## src/rtl/chunked_add_ctrl_if.sv

```systemverilog
// Requester-side bus of the chunked adder: start/operands in, busy/done/sum out.
interface chunked_add_ctrl_if #(
    parameter int p_width  = 8,
    parameter int p_chunks = 4
);
    logic                            i_w_start;
    logic [p_width*p_chunks-1:0]     i_w_a;
    logic [p_width*p_chunks-1:0]     i_w_b;
    logic                            o_w_busy;
    logic                            o_w_done;
    logic [p_width*p_chunks:0]       o_w_s;

    modport master (
        output i_w_start, i_w_a, i_w_b,
        input  o_w_busy, o_w_done, o_w_s
    );

    modport slave (
        input  i_w_start, i_w_a, i_w_b,
        output o_w_busy, o_w_done, o_w_s
    );
endinterface

```

## src/rtl/chunked_add_ctrl.sv

```systemverilog
// Wide unsigned adder built from one p_width-bit slice iterated over p_chunks chunks,
// LSB chunk first, with a registered carry linking consecutive chunks.
module chunked_add_ctrl #(
    parameter int p_width  = 8,
    parameter int p_chunks = 4
) (
    input  logic                 i_w_clk,
    input  logic                 i_w_rst_n,
    chunked_add_ctrl_if.slave    bus
);
    localparam int W     = p_width * p_chunks;
    localparam int IDX_W = (p_chunks > 1) ? $clog2(p_chunks) : 1;

    typedef enum logic [1:0] {IDLE, RUN, DONE} state_t;

    state_t               state_q, state_d;
    logic [W-1:0]         a_q, b_q, work_q, work_next;
    logic                 carry_q;
    logic [IDX_W-1:0]     idx_q;
    logic [W:0]           s_q;
    logic [p_width-1:0]   a_chunk, b_chunk;
    logic [p_width:0]     slice_sum;
    logic                 last_chunk;

    function automatic logic [p_width-1:0] get_chunk(input logic [W-1:0] v,
                                                     input logic [IDX_W-1:0] idx);
        logic [W-1:0] sh;
        sh = v >> (int'(idx) * p_width);
        return sh[p_width-1:0];
    endfunction

    function automatic logic [W-1:0] put_chunk(input logic [W-1:0] v,
                                               input logic [IDX_W-1:0] idx,
                                               input logic [p_width-1:0] c);
        logic [W-1:0] mask;
        mask = W'({p_width{1'b1}}) << (int'(idx) * p_width);
        return (v & ~mask) | (W'(c) << (int'(idx) * p_width));
    endfunction

    // Single shared adder slice
    always_comb begin
        a_chunk    = get_chunk(a_q, idx_q);
        b_chunk    = get_chunk(b_q, idx_q);
        slice_sum  = {1'b0, a_chunk} + {1'b0, b_chunk} + {{p_width{1'b0}}, carry_q};
        work_next  = put_chunk(work_q, idx_q, slice_sum[p_width-1:0]);
        last_chunk = (idx_q == IDX_W'(p_chunks - 1));
    end

    always_ff @(posedge i_w_clk or negedge i_w_rst_n) begin
        if (!i_w_rst_n) begin
            state_q <= IDLE;
        end else begin
            state_q <= state_d;
        end
    end

    always_comb begin
        state_d = state_q;
        unique case (state_q)
            IDLE:    if (bus.i_w_start) state_d = RUN;
            RUN:     if (last_chunk)    state_d = DONE;
            DONE:    state_d = IDLE;
            default: state_d = IDLE;
        endcase
    end

    always_comb begin
        bus.o_w_busy = (state_q != IDLE);
        bus.o_w_done = (state_q == DONE);
        bus.o_w_s    = s_q;
    end

    // Result register only updates on the final chunk, so partial sums never leak out
    always_ff @(posedge i_w_clk or negedge i_w_rst_n) begin
        if (!i_w_rst_n) begin
            a_q     <= '0;
            b_q     <= '0;
            work_q  <= '0;
            carry_q <= 1'b0;
            idx_q   <= '0;
            s_q     <= '0;
        end else if (state_q == IDLE && bus.i_w_start) begin
            a_q     <= bus.i_w_a;
            b_q     <= bus.i_w_b;
            work_q  <= '0;
            carry_q <= 1'b0;
            idx_q   <= '0;
        end else if (state_q == RUN) begin
            work_q  <= work_next;
            carry_q <= slice_sum[p_width];
            if (last_chunk) begin
                s_q <= {slice_sum[p_width], work_next};
            end else begin
                idx_q <= idx_q + IDX_W'(1);
            end
        end
    end
endmodule

```

## src/flat_wrapper.sv

```systemverilog
// flat-port wrapper written by rule: the top's interface ports become plain ports
module chunked_add_ctrl_flat 
#(
    parameter int p_width  = 8,
    parameter int p_chunks = 4
)
  (i_w_clk, i_w_rst_n, bus_i_w_start, bus_i_w_a, bus_i_w_b, bus_o_w_busy, bus_o_w_done, bus_o_w_s);
  chunked_add_ctrl_if #(.p_width(p_width), .p_chunks(p_chunks)) bus_i ();
  input  logic i_w_clk;
  input  logic i_w_rst_n;
  input wire logic [$bits(bus_i.i_w_start)-1:0] bus_i_w_start;
  input wire logic [$bits(bus_i.i_w_a)-1:0] bus_i_w_a;
  input wire logic [$bits(bus_i.i_w_b)-1:0] bus_i_w_b;
  output wire logic [$bits(bus_i.o_w_busy)-1:0] bus_o_w_busy;
  output wire logic [$bits(bus_i.o_w_done)-1:0] bus_o_w_done;
  output wire logic [$bits(bus_i.o_w_s)-1:0] bus_o_w_s;
  assign bus_i.i_w_start = bus_i_w_start;
  assign bus_i.i_w_a = bus_i_w_a;
  assign bus_i.i_w_b = bus_i_w_b;
  assign bus_o_w_busy = bus_i.o_w_busy;
  assign bus_o_w_done = bus_i.o_w_done;
  assign bus_o_w_s = bus_i.o_w_s;
  chunked_add_ctrl #(.p_width(p_width), .p_chunks(p_chunks)) u_core (.i_w_clk(i_w_clk), .i_w_rst_n(i_w_rst_n), .bus(bus_i));
endmodule
```

## config.mk

```make
export PLATFORM = sky130hd
export DESIGN_NAME = chunked_add_ctrl_flat
export DESIGN_NICKNAME = d
export VERILOG_FILES = /design/src/rtl/chunked_add_ctrl_if.sv /design/src/rtl/chunked_add_ctrl.sv /design/src/flat_wrapper.sv
export SDC_FILE = /design/constraint.sdc
export NUM_CORES = 1
export LEC_CHECK = 0
export CAP_MARGIN = 20
export CORE_MARGIN = 4
export CORE_UTILIZATION = 29
export DETAILED_ROUTE_END_ITERATION = 10
export DONT_BUFFER_PORTS = 1
export SLEW_MARGIN = 20
export SYNTH_ARGS = -nofsm -noshare
export SYNTH_HDL_FRONTEND = slang
export SYNTH_SLANG_ARGS = --single-unit
export TNS_END_PERCENT = 20
```

## constraint.sdc

```tcl
create_clock -name i_w_clk -period 4.9 [get_ports i_w_clk]
set_input_delay 0.735 -clock i_w_clk [delete_from_list [all_inputs] [get_ports i_w_clk]]
set_output_delay 0.735 -clock i_w_clk [all_outputs]
set_load 0.02 [all_outputs]
```

==> metrics <==
WP depth 8; Slew headroom 28.3%; Yosys cell types 42; first-pass GRT wire length 24,300 µm; CP most frequent cell fa_1; vias in the first global route 3,928; Critical Path, Cell by Cell mux4_2 > fa_1 > fa_1 > a21o_1 > a21oi_1 > xnor2_1 > a221oi_1 > nor2_1; largest net degree at the start of global routing 48; clock sinks 126; slowest stage delay, CP 0.97 ns; Worst-Skew Late Latency 0.42 ns; Num CTS Buffers 17; Starting Density 29.9%; initial antenna violation count 7; CTS tree yes; EDFF count, synth 0; via count 3,647; Max-cap violations 0; Final Hold Vio Count 0; top cells by area, synth dfrtp_1, mux2_1, mux4_2; initial drt markers 241; ratio of cells with drive above 1 in the final layout 14.2%; wire length on met2 7560 µm; IO Count 102; Worst EP required 5.19 ns; Worst Tran Pin Value 1.07 ns; CP max FO 20; CP startpoint kind register; fillers 1,884; drt first pass iters 5; Core Rows 50; Tmin final 3.77 ns; Final ANT Viol Nets 0; final instance area 0.00669 mm²; total detailed-routing wirelength 15,600 µm; yosys warns 0; gr usage total 14.7%; crit path max-delay cell type dfrtp_1; CP Class reg -> reg; area of the die 0.0219 mm²; DP Wirelength 10,100 µm; Critical Path AT 4.06 ns; area grow syn2layout 17.7%; cell with the most instances after synthesis dfrtp_1; die width 148 µm; fin nets 514; clock root buffer clkbuf_16; Met1 Wirelength 6250 µm; wire per inst 22.0 µm; synthesized cell area 0.00569 mm²; Vias/cell 5.15; post-synth top area cell dfrtp_1; clk slew on worst S/H paths 0.06 ns; Async SR Flop Fraction 100%; H-tree depth 4; dominant synthesized flop cell dfrtp_1; worst-case clock buffer depth 2; RSZ-0062 raised after global routing no; Yosys top cell area share 55.4%; Top Metal Used met5; #FFs+latches synth 126; Final Skew 0.00917 ns; register area share after synthesis 55.4%; post-cts sizing count 0; family with the most delay on the worst path flip-flops; Avg Inst Size Synth 13.4 µm²; final setup fails 0; GPL Wtd Cong 0.807; WL met3 1550 µm; Die Ht 148 µm; Tcrit/Tclk final 76.9%; GR Overflow Total 0; f_max 265 MHz; synth cell count leaders dfrtp_1, mux2_1, nor2_1; IO buf count 0; DRC 0; core area 0.0190 mm²; status complete, no violations; dpl cell area 0.00594 mm²; crit path buf inv count 0; Worst setup EP type register; Syn Inst Count 424; worst-case reg-to-reg path depth 8; TNS Setup 0 ns; Slew Limit Fails 0; Tightest Hold Check Type in -> async; Mapped Nets 504
## registers in the layout, indices dropped and copies added (netlist names)
name / count
u_core.bus.o_w_s: 33
u_core.carry_q: 1
u_core.state_q: 2
u_core.b_q: 32
u_core.a_q: 32
u_core.idx_q: 2
u_core.work_q: 24
## metrics by stage
stage               std cells  utilization [%]  hold WS (ns)  setup slack (ns)
floorplan                 424                -         0.439              1.49
global placement          664             31.2         0.444              1.21
detailed placement        664             31.2         0.443              1.09
CTS                       705             35.2         0.159              1.10
global route              707             35.2         0.160             0.785
finish                    708             35.2         0.163              1.13
## final cells by class
type / count / area (µm²) / area share [%]
Antenna cell: 3 / 7.51 / 0.112
Clock buffer: 17 / 425 / 6.36
Clock inverter: 13 / 191 / 2.86
Inverter: 10 / 37.5 / 0.561
Multi-Input combinational cell: 264 / 2390 / 35.8
Sequential cell: 126 / 3150 / 47.1
Tap cell: 260 / 325 / 4.86
Timing Repair Buffer: 15 / 158 / 2.36
## layout by cell type (no fill, tap or decap), drive strengths merged, types with 11 or more instances in the layout
master / n
nor2: 49
mux2: 64
inv: 11
a221oi: 23
nand2: 16
clkbuf: 17
dfrtp: 126
ha: 11
mux4: 16
a22o: 29
## metal layers
layer	track usage [%]	up-vias
li1	-	1594
met1	18.2	1884
met2	23.1	142
met3	6.99	19
met4	4.34	8
met5	0	-
## worst register-to-register path, delay by kind of cell (launching register included)
family,cells,cell delay [ns]
xor gates and xnor gates,1,0.29
and+or+nand+nor,1,0.08
DFF,1,0.97
adders and majority gates,2,0.89
AOI/OAI and AO/OA,3,0.80
muxes,1,0.62
## path summary, 6_finish.rpt
| check | end | start | slack [ns] |
|---|---|---|---|
| worst max-delay path | u_core.bus.o_w_s[4] | u_core.idx_q[0] | 1.13 |
| worst min-delay path | u_core.a_q[21] | i_w_rst_n | 0.16 |
| worst max register to register | u_core.bus.o_w_s[4] | u_core.idx_q[0] | 1.13 |
| worst min register to register | u_core.b_q[31] | u_core.b_q[31] | 0.48 |
| max in group asynchronous | u_core.bus.o_w_s[13] | i_w_rst_n | 3.51 |
| min in group i_w_clk | u_core.a_q[12] | bus_i_w_a[12] | 0.45 |
## cells by family (layout without fill, tap and decap cells)
logic type,count (synthesis),after routing,share of synthesized area (%)
fa+ha+maj,13,13,3.12
flops,126,126,55.4
compound gates,81,81,12.5
other cells,0,3,0
xor+xnor,5,5,0.902
mux,80,80,19.0
buf+inv,34,55,2.53
simple gates,85,85,6.49
## what timing repair did
item | in CTS | in global routing
hold endpoints to repair | 47 | 0
hold buffers | 11 | 0
setup buffers | 0 | 0
Power is not shown: default switching activity piles up to over one toggle a cycle in this logic, so the estimate is an artifact.
